### src/rtl/flappy_pkg.sv
// Shared FlappyBox constants, FSM encoding and small helpers.
// Obstacle sprite blocks import the same geometry values.
package flappy_pkg;

  localparam int T_W           = 29;
  localparam int T_H           = 480;
  localparam int S_Z           = 120;
  localparam int N_OBS_DEF     = 4;
  localparam int P_W_DEF       = 16;
  localparam int P_H_DEF       = 16;
  localparam int SCORE_MAX_DEF = 999;

  typedef enum logic [1:0] {
    ST_IDLE   = 2'd0,
    ST_SCAN   = 2'd1,
    ST_COMMIT = 2'd2
  } state_e;

  function automatic logic [10:0] sat_min(input logic [10:0] a, input logic [10:0] b);
    return (a > b) ? b : a;
  endfunction

endpackage

### src/rtl/collision_scorer_if.sv
// Bundle between sprite/game-control logic (master) and the collision scorer (slave).
interface collision_scorer_if #(
  parameter int N_OBS = 4
);
  logic                  frame_tick;
  logic                  enable;
  logic [9:0]            p_x;
  logic [9:0]            p_y;
  logic [10*N_OBS-1:0]   o_x;
  logic [10*N_OBS-1:0]   s_h;
  logic                  hit;
  logic                  game_over;
  logic [9:0]            score;
  logic                  score_tick;
  logic                  busy;

  modport master (
    output frame_tick, enable, p_x, p_y, o_x, s_h,
    input  hit, game_over, score, score_tick, busy
  );

  modport slave (
    input  frame_tick, enable, p_x, p_y, o_x, s_h,
    output hit, game_over, score, score_tick, busy
  );
endinterface

### src/rtl/collision_scorer_hit_check.sv
// Combinational overlap test of one obstacle against the player, 11-bit unsigned math.
module obstacle_hit_check
  import flappy_pkg::*;
#(
  parameter int P_W = P_W_DEF,
  parameter int P_H = P_H_DEF
) (
  input  logic [9:0] p_x_i,
  input  logic [9:0] p_y_i,
  input  logic [9:0] o_x_i,
  input  logic [9:0] s_h_i,
  output logic       collide_o,
  output logic       passed_now_o
);
  localparam logic [10:0] PW_M1 = 11'(P_W - 1);
  localparam logic [10:0] PH_M1 = 11'(P_H - 1);
  localparam logic [10:0] TW_M1 = 11'(T_W - 1);
  localparam logic [10:0] SZ_M1 = 11'(S_Z - 1);

  logic [10:0] px, py, ox, sh, ox_left;
  logic        x_ovl, v_safe;

  always_comb begin
    px = {1'b0, p_x_i};
    py = {1'b0, p_y_i};
    ox = {1'b0, o_x_i};
    sh = {1'b0, s_h_i};
    // left edge clamps at column 0 instead of wrapping
    ox_left      = (ox >= TW_M1) ? (ox - TW_M1) : 11'd0;
    x_ovl        = (ox_left <= px + PW_M1) && (ox >= px);
    v_safe       = (py >= sh) && (py + PH_M1 < sh + SZ_M1);
    collide_o    = x_ovl && !v_safe;
    passed_now_o = (ox < px);
  end
endmodule

### src/rtl/collision_scorer.sv
// Per-frame collision/score engine: snapshot on frame_tick, scan one obstacle per clock,
// commit hit/game_over/score N_OBS+1 cycles after the tick.
module collision_scorer
  import flappy_pkg::*;
#(
  parameter int N_OBS     = N_OBS_DEF,
  parameter int P_W       = P_W_DEF,
  parameter int P_H       = P_H_DEF,
  parameter int SCORE_MAX = SCORE_MAX_DEF
) (
  input  logic               clk,
  input  logic               reset,
  collision_scorer_if.slave  bus
);
  localparam int          IDX_W    = (N_OBS > 1) ? $clog2(N_OBS) : 1;
  localparam logic [10:0] PH_M1    = 11'(P_H - 1);
  localparam logic [10:0] SMAX     = 11'(SCORE_MAX);

  state_e                 state_q, state_d;
  logic [IDX_W-1:0]       idx_q, idx_d;
  logic [9:0]             px_q, py_q;
  logic [9:0]             ox_q [N_OBS];
  logic [9:0]             sh_q [N_OBS];
  logic                   hit_acc_q;
  logic [N_OBS-1:0]       pn_q, passed_q;
  logic                   hit_q, go_q, tick_q;
  logic [9:0]             score_q;

  logic                   start, commit, collide, passed_now, hit_frame;
  logic [10:0]            new_cnt, score_nxt;

  obstacle_hit_check #(.P_W(P_W), .P_H(P_H)) u_check (
    .p_x_i        (px_q),
    .p_y_i        (py_q),
    .o_x_i        (ox_q[idx_q]),
    .s_h_i        (sh_q[idx_q]),
    .collide_o    (collide),
    .passed_now_o (passed_now)
  );

  always_comb begin
    state_d = state_q;
    idx_d   = idx_q;
    start   = 1'b0;
    commit  = 1'b0;
    case (state_q)
      ST_IDLE: begin
        if (bus.frame_tick && bus.enable && !go_q) begin
          start   = 1'b1;
          idx_d   = '0;
          state_d = ST_SCAN;
        end
      end
      ST_SCAN: begin
        idx_d = idx_q + 1'b1;
        if (idx_q == IDX_W'(N_OBS - 1)) begin
          idx_d   = '0;
          state_d = ST_COMMIT;
        end
      end
      ST_COMMIT: begin
        commit  = 1'b1;
        state_d = ST_IDLE;
      end
      default: state_d = ST_IDLE;
    endcase
  end

  // Frame outcome: boundary rule applies even with no obstacle overlap.
  always_comb begin
    hit_frame = hit_acc_q || (({1'b0, py_q} + PH_M1) >= 11'(T_H));
    new_cnt   = '0;
    for (int i = 0; i < N_OBS; i++) begin
      new_cnt = new_cnt + 11'(pn_q[i] & ~passed_q[i]);
    end
    score_nxt = sat_min({1'b0, score_q} + new_cnt, SMAX);
  end

  always_ff @(posedge clk or posedge reset) begin
    if (reset) begin
      state_q   <= ST_IDLE;
      idx_q     <= '0;
      px_q      <= '0;
      py_q      <= '0;
      for (int i = 0; i < N_OBS; i++) begin
        ox_q[i] <= '0;
        sh_q[i] <= '0;
      end
      hit_acc_q <= 1'b0;
      pn_q      <= '0;
      passed_q  <= '0;
      hit_q     <= 1'b0;
      go_q      <= 1'b0;
      tick_q    <= 1'b0;
      score_q   <= '0;
    end else begin
      state_q <= state_d;
      idx_q   <= idx_d;
      hit_q   <= commit && hit_frame;
      tick_q  <= commit && !hit_frame && (score_nxt[9:0] != score_q);
      if (start) begin
        px_q      <= bus.p_x;
        py_q      <= bus.p_y;
        for (int i = 0; i < N_OBS; i++) begin
          ox_q[i] <= bus.o_x[10*i +: 10];
          sh_q[i] <= bus.s_h[10*i +: 10];
        end
        hit_acc_q <= 1'b0;
        pn_q      <= '0;
      end
      if (state_q == ST_SCAN) begin
        hit_acc_q   <= hit_acc_q | collide;
        pn_q[idx_q] <= passed_now;
      end
      if (commit) begin
        passed_q <= pn_q;
        go_q     <= go_q | hit_frame;
        if (!hit_frame) score_q <= score_nxt[9:0];
      end
    end
  end

  assign bus.hit        = hit_q;
  assign bus.game_over  = go_q;
  assign bus.score      = score_q;
  assign bus.score_tick = tick_q;
  assign bus.busy       = (state_q != ST_IDLE);
endmodule

### src/flat_wrapper.sv
// flat-port wrapper written by rule: the top's interface ports become plain ports
module collision_scorer_flat import flappy_pkg::*;
#(
  parameter int N_OBS     = N_OBS_DEF,
  parameter int P_W       = P_W_DEF,
  parameter int P_H       = P_H_DEF,
  parameter int SCORE_MAX = SCORE_MAX_DEF
)
  (clk, reset, bus_frame_tick, bus_enable, bus_p_x, bus_p_y, bus_o_x, bus_s_h, bus_hit, bus_game_over, bus_score, bus_score_tick, bus_busy);
  collision_scorer_if #(.N_OBS(N_OBS)) bus_i ();
  input  logic clk;
  input  logic reset;
  input wire logic [$bits(bus_i.frame_tick)-1:0] bus_frame_tick;
  input wire logic [$bits(bus_i.enable)-1:0] bus_enable;
  input wire logic [$bits(bus_i.p_x)-1:0] bus_p_x;
  input wire logic [$bits(bus_i.p_y)-1:0] bus_p_y;
  input wire logic [$bits(bus_i.o_x)-1:0] bus_o_x;
  input wire logic [$bits(bus_i.s_h)-1:0] bus_s_h;
  output wire logic [$bits(bus_i.hit)-1:0] bus_hit;
  output wire logic [$bits(bus_i.game_over)-1:0] bus_game_over;
  output wire logic [$bits(bus_i.score)-1:0] bus_score;
  output wire logic [$bits(bus_i.score_tick)-1:0] bus_score_tick;
  output wire logic [$bits(bus_i.busy)-1:0] bus_busy;
  assign bus_i.frame_tick = bus_frame_tick;
  assign bus_i.enable = bus_enable;
  assign bus_i.p_x = bus_p_x;
  assign bus_i.p_y = bus_p_y;
  assign bus_i.o_x = bus_o_x;
  assign bus_i.s_h = bus_s_h;
  assign bus_hit = bus_i.hit;
  assign bus_game_over = bus_i.game_over;
  assign bus_score = bus_i.score;
  assign bus_score_tick = bus_i.score_tick;
  assign bus_busy = bus_i.busy;
  collision_scorer #(.N_OBS(N_OBS), .P_W(P_W), .P_H(P_H), .SCORE_MAX(SCORE_MAX)) u_core (.clk(clk), .reset(reset), .bus(bus_i));
endmodule
### config.mk
export PLATFORM = sky130hd
export DESIGN_NAME = collision_scorer_flat
export DESIGN_NICKNAME = d
export VERILOG_FILES = /design/src/rtl/flappy_pkg.sv /design/src/rtl/collision_scorer_if.sv /design/src/rtl/collision_scorer_hit_check.sv /design/src/rtl/collision_scorer.sv /design/src/flat_wrapper.sv
export SDC_FILE = /design/constraint.sdc
export NUM_CORES = 1
export LEC_CHECK = 0
export ABC_AREA = 0
export CAP_MARGIN = 20
export CORE_ASPECT_RATIO = 0.5
export CORE_MARGIN = 2
export CORE_UTILIZATION = 52
export CTS_CLUSTER_DIAMETER = 40
export DETAILED_ROUTE_END_ITERATION = 8
export GPL_TIMING_DRIVEN = 1
export MAX_ROUTING_LAYER = met4
export PLACE_DENSITY_LB_ADDON = 0.15
export SKIP_LAST_GASP = 1
export SLEW_MARGIN = 20
export SYNTH_ARGS = -nofsm -noshare
export SYNTH_HDL_FRONTEND = slang
export SYNTH_HIERARCHICAL = 1
export SYNTH_SLANG_ARGS = --single-unit
### constraint.sdc
create_clock -name clk -period 4.5 [get_ports clk]
set_input_delay 0.675 -clock clk [delete_from_list [all_inputs] [get_ports clk]]
set_output_delay 0.675 -clock clk [all_outputs]
set_load 0.005 [all_outputs]
==> results.sh <==
export IMPL_status="finished clean"
export IMPL_vdd_drop_max_mv=0.452
export IMPL_antenna_found_initial=0
export IMPL_synth_nets=988
export IMPL_post_cts_resized=0
export IMPL_diodes=0
export IMPL_place_ws_ps=483
export IMPL_grt_pass1_wl_um=29700
export IMPL_hold_violations=0
export IMPL_ys_ff_latch=126
export IMPL_r2r_start="u_core/idx_q[0]"
export IMPL_place_congestion=0.942
export IMPL_fin_setup_tns_ps=0
export IMPL_p_leak_uw=0.00445
export IMPL_cp_max_fo=12
export IMPL_worstSetupEndpointType="flop"
export IMPL_startpoint="u_core/idx_q[0]"
export IMPL_dp_cells=1113
export IMPL_criticalPathCategory="reg2reg"
export IMPL_cts_max_level=4
export IMPL_rows=30
export IMPL_grt_pass1_vias=6054
export IMPL_min_period_ps=4100
export IMPL_drc=0
export IMPL_synthArstFlopShare=1.00
export IMPL_pin_count=118
export IMPL_dp_hpwl_um=13200
export IMPL_routed_via_count=6131
export IMPL_core_um2=13700
export IMPL_cap_violations=0
export IMPL_power_density_nw_per_um2=799
export IMPL_clk_pin_slew_worst_paths_ps=60
export IMPL_ys_warn_count=6
export IMPL_cts_tree="built"
export IMPL_start_kind="flop"
export IMPL_grt_max_degree=73
export IMPL_rsz0062_at_grt="false"
export IMPL_postCtsHoldBufs=0
export IMPL_fin_area_um2=9320
export IMPL_dr_first_iter_drc_count=387
export IMPL_drt_wl_total_um=17700
export IMPL_root_buffer="clkbuf_16"
export IMPL_fillers=1107
export IMPL_worstSkewPairLatency_ps=420
export IMPL_firstDrtPassIters=5
export IMPL_synth_top_area_share=0.427
export IMPL_syn_to_final_growth_pct=26.2
export IMPL_cts_setup_buffers=0
export IMPL_slew_viol_final=0
export IMPL_drtAntennaViolNets=0
export IMPL_drive_gt1_frac=0.0976
export IMPL_synth_common_cells="331 x nand2_1, 126 x dfrtp_1, 51 x ha_1"
export IMPL_yosysMostFrequentCell="nand2_1"
export IMPL_vias_per_cell=5.35
export IMPL_cts_sinks=126
export IMPL_grt_util_all_layers=0.256
export IMPL_start_util=0.539
export IMPL_relSlewSlack=0.420
export IMPL_ys_seq_area_frac=0.427
export IMPL_fin_nets=1098
export IMPL_r2r_setup_slack_ps=400
export IMPL_stdcell_count=1145
export IMPL_cts_buffers=17
export IMPL_fmax_mhz=244
export IMPL_setup_viol=0
export IMPL_die_y_um=88.3
export IMPL_die_w_um=173
export IMPL_synth_area_leader_cell="dfrtp_1"
export IMPL_crit_arrival_ps=4440
export IMPL_synth_cells=830
export IMPL_die_area_um2=15200
export IMPL_ff2ff_path_depth=13
export IMPL_synth_edff_count=0
export IMPL_wl_per_cell_um=15.4
export IMPL_worst_slew_pin_slew_ps=870
export IMPL_syn_area_um2=7380
export IMPL_hp_class="reg2reg"
export IMPL_synth_area_leaders="dfrtp_1 43%, nand2_1 17%, ha_1 8.6%"
export IMPL_cts_max_path_buffers=2
export IMPL_layout_setup_ws_ps=402
export IMPL_fin_skew_ps=13.1
export IMPL_avgSynthCellArea_um2=8.90
export IMPL_critPathRequiredTime_ps=4840
export IMPL_final_core_utilization=0.680
export IMPL_crit_path_end="u_core/hit_acc_q"
export IMPL_grt_overflow=0
export IMPL_ys_types=65
export IMPL_io_buffers=117
export IMPL_place_area_um2=8730
export IMPL_synth_main_ff_cell="dfrtp_1"
export IMPL_period_share=0.911
export IMPL_timing_rr_end="u_core/hit_acc_q"
[layout by cell type, fill, tap and decap left out, types with 3 or more instances in the layout]
| master | instances |
|---|---|
| nor3_1 | 7 |
| xnor2_1 | 23 |
| o21a_1 | 3 |
| buf_4 | 9 |
| nand4_1 | 10 |
| o21ai_1 | 8 |
| fa_1 | 3 |
| clkbuf_16 | 17 |
| a21oi_1 | 23 |
| inv_1 | 27 |
| o21ai_0 | 13 |
| dfrtp_1 | 126 |
| xor2_1 | 3 |
| and4_1 | 5 |
| nor2_1 | 19 |
| or4_1 | 3 |
| a31oi_1 | 5 |
| or2_2 | 3 |
| mux4_2 | 20 |
| nor2b_1 | 8 |
| a21o_1 | 7 |
| inv_2 | 6 |
| nor4_1 | 3 |
| and3_1 | 9 |
| nand2_1 | 331 |
| clkdlybuf4s50_1 | 117 |
| o31ai_1 | 8 |
| ha_1 | 51 |
| mux2_2 | 3 |
| inv_6 | 8 |
| nand2b_1 | 7 |
| nand3_1 | 20 |
[per-layer routing]
| layer | up-vias | routed length, µm | global-route usage |
|---|---|---|---|
| met3 | 33 | 664 | 0.0442 |
| met1 | 2933 | 8160 | 0.321 |
| met2 | 154 | 8510 | 0.429 |
| met5 | - | 0 | - |
| met4 | 0 | 348 | 0.0909 |
| li1 | 3011 | - | - |
[flip-flops by register name (all words and copies together), names as in the netlist]
register and cells:
u_core/ox_q 40, u_core/sh_q 40, u_core/bus.score 10, u_core/px_q 10
u_core/py_q 10, u_core/passed_q 4, u_core/pn_q 4, u_core/idx_q 2
u_core/state_q 2, u_core/bus.game_over 1, u_core/bus.hit 1, u_core/bus.score_tick 1
u_core/hit_acc_q 1
[through the flow]
stage	hold WS [ps]	total power [µW]
6_report	469	7450
4_1_cts	473	7440
3_3_place_gp	456	5840
3_5_place_dp	458	6010
2_1_floorplan	440	4980
5_1_grt	498	8110
[worst max-delay path, cell delays in order (launching register included)]
cell      delay, ps
dfrtp_1         880
mux4_2          650
or3_4           430
nor3_4          180
o31ai_4         140
nand2b_1        140
o21ai_1          90
ha_1            330
and3_4          190
a221o_1         320
a211oi_1        230
nor2_1          100
a221oi_2        180
a22o_1          160
[power by group]
part	internal [µW]	switching [µW]
clock network	797	565
registers	1610	426
logic	1890	2150
total	4300	3150
[cells by family (layout without fill, tap and decap cells)]
family,Yosys count,after routing,share of synthesized area
AOI/OAI and AO/OA,88,88,0.0829
xor gates and xnor gates,26,26,0.0308
adders and majority gates,54,54,0.0945
buffers and inverters,69,192,0.0366
DFF,126,126,0.427
muxes,24,24,0.0669
and+or+nand+nor,443,443,0.261
[worst min-delay path by stage]
stage,from,end,slack (ps),depth (start not counted)
floorplan,u_core/ox_q[10],u_core/ox_q[10],440,2
global placement,u_core/ox_q[21],u_core/ox_q[21],460,2
detailed placement,u_core/sh_q[10],u_core/sh_q[10],460,2
CTS,u_core/sh_q[10],u_core/sh_q[10],470,2
global route,u_core/ox_q[24],u_core/ox_q[24],500,2
finish,u_core/sh_q[10],u_core/sh_q[10],470,2
[cell type report]
cell class,count,area [µm²],area share
Tap cell,192,240,0.0258
Timing Repair Buffer,126,1240,0.133
Clock inverter,14,145,0.0156
Sequential cell,126,3150,0.338
Multi-Input combinational cell,635,3970,0.426
Clock buffer,18,439,0.0471
Inverter,34,130,0.0140
No activity file was read; power rests on OpenSTA's default activity.
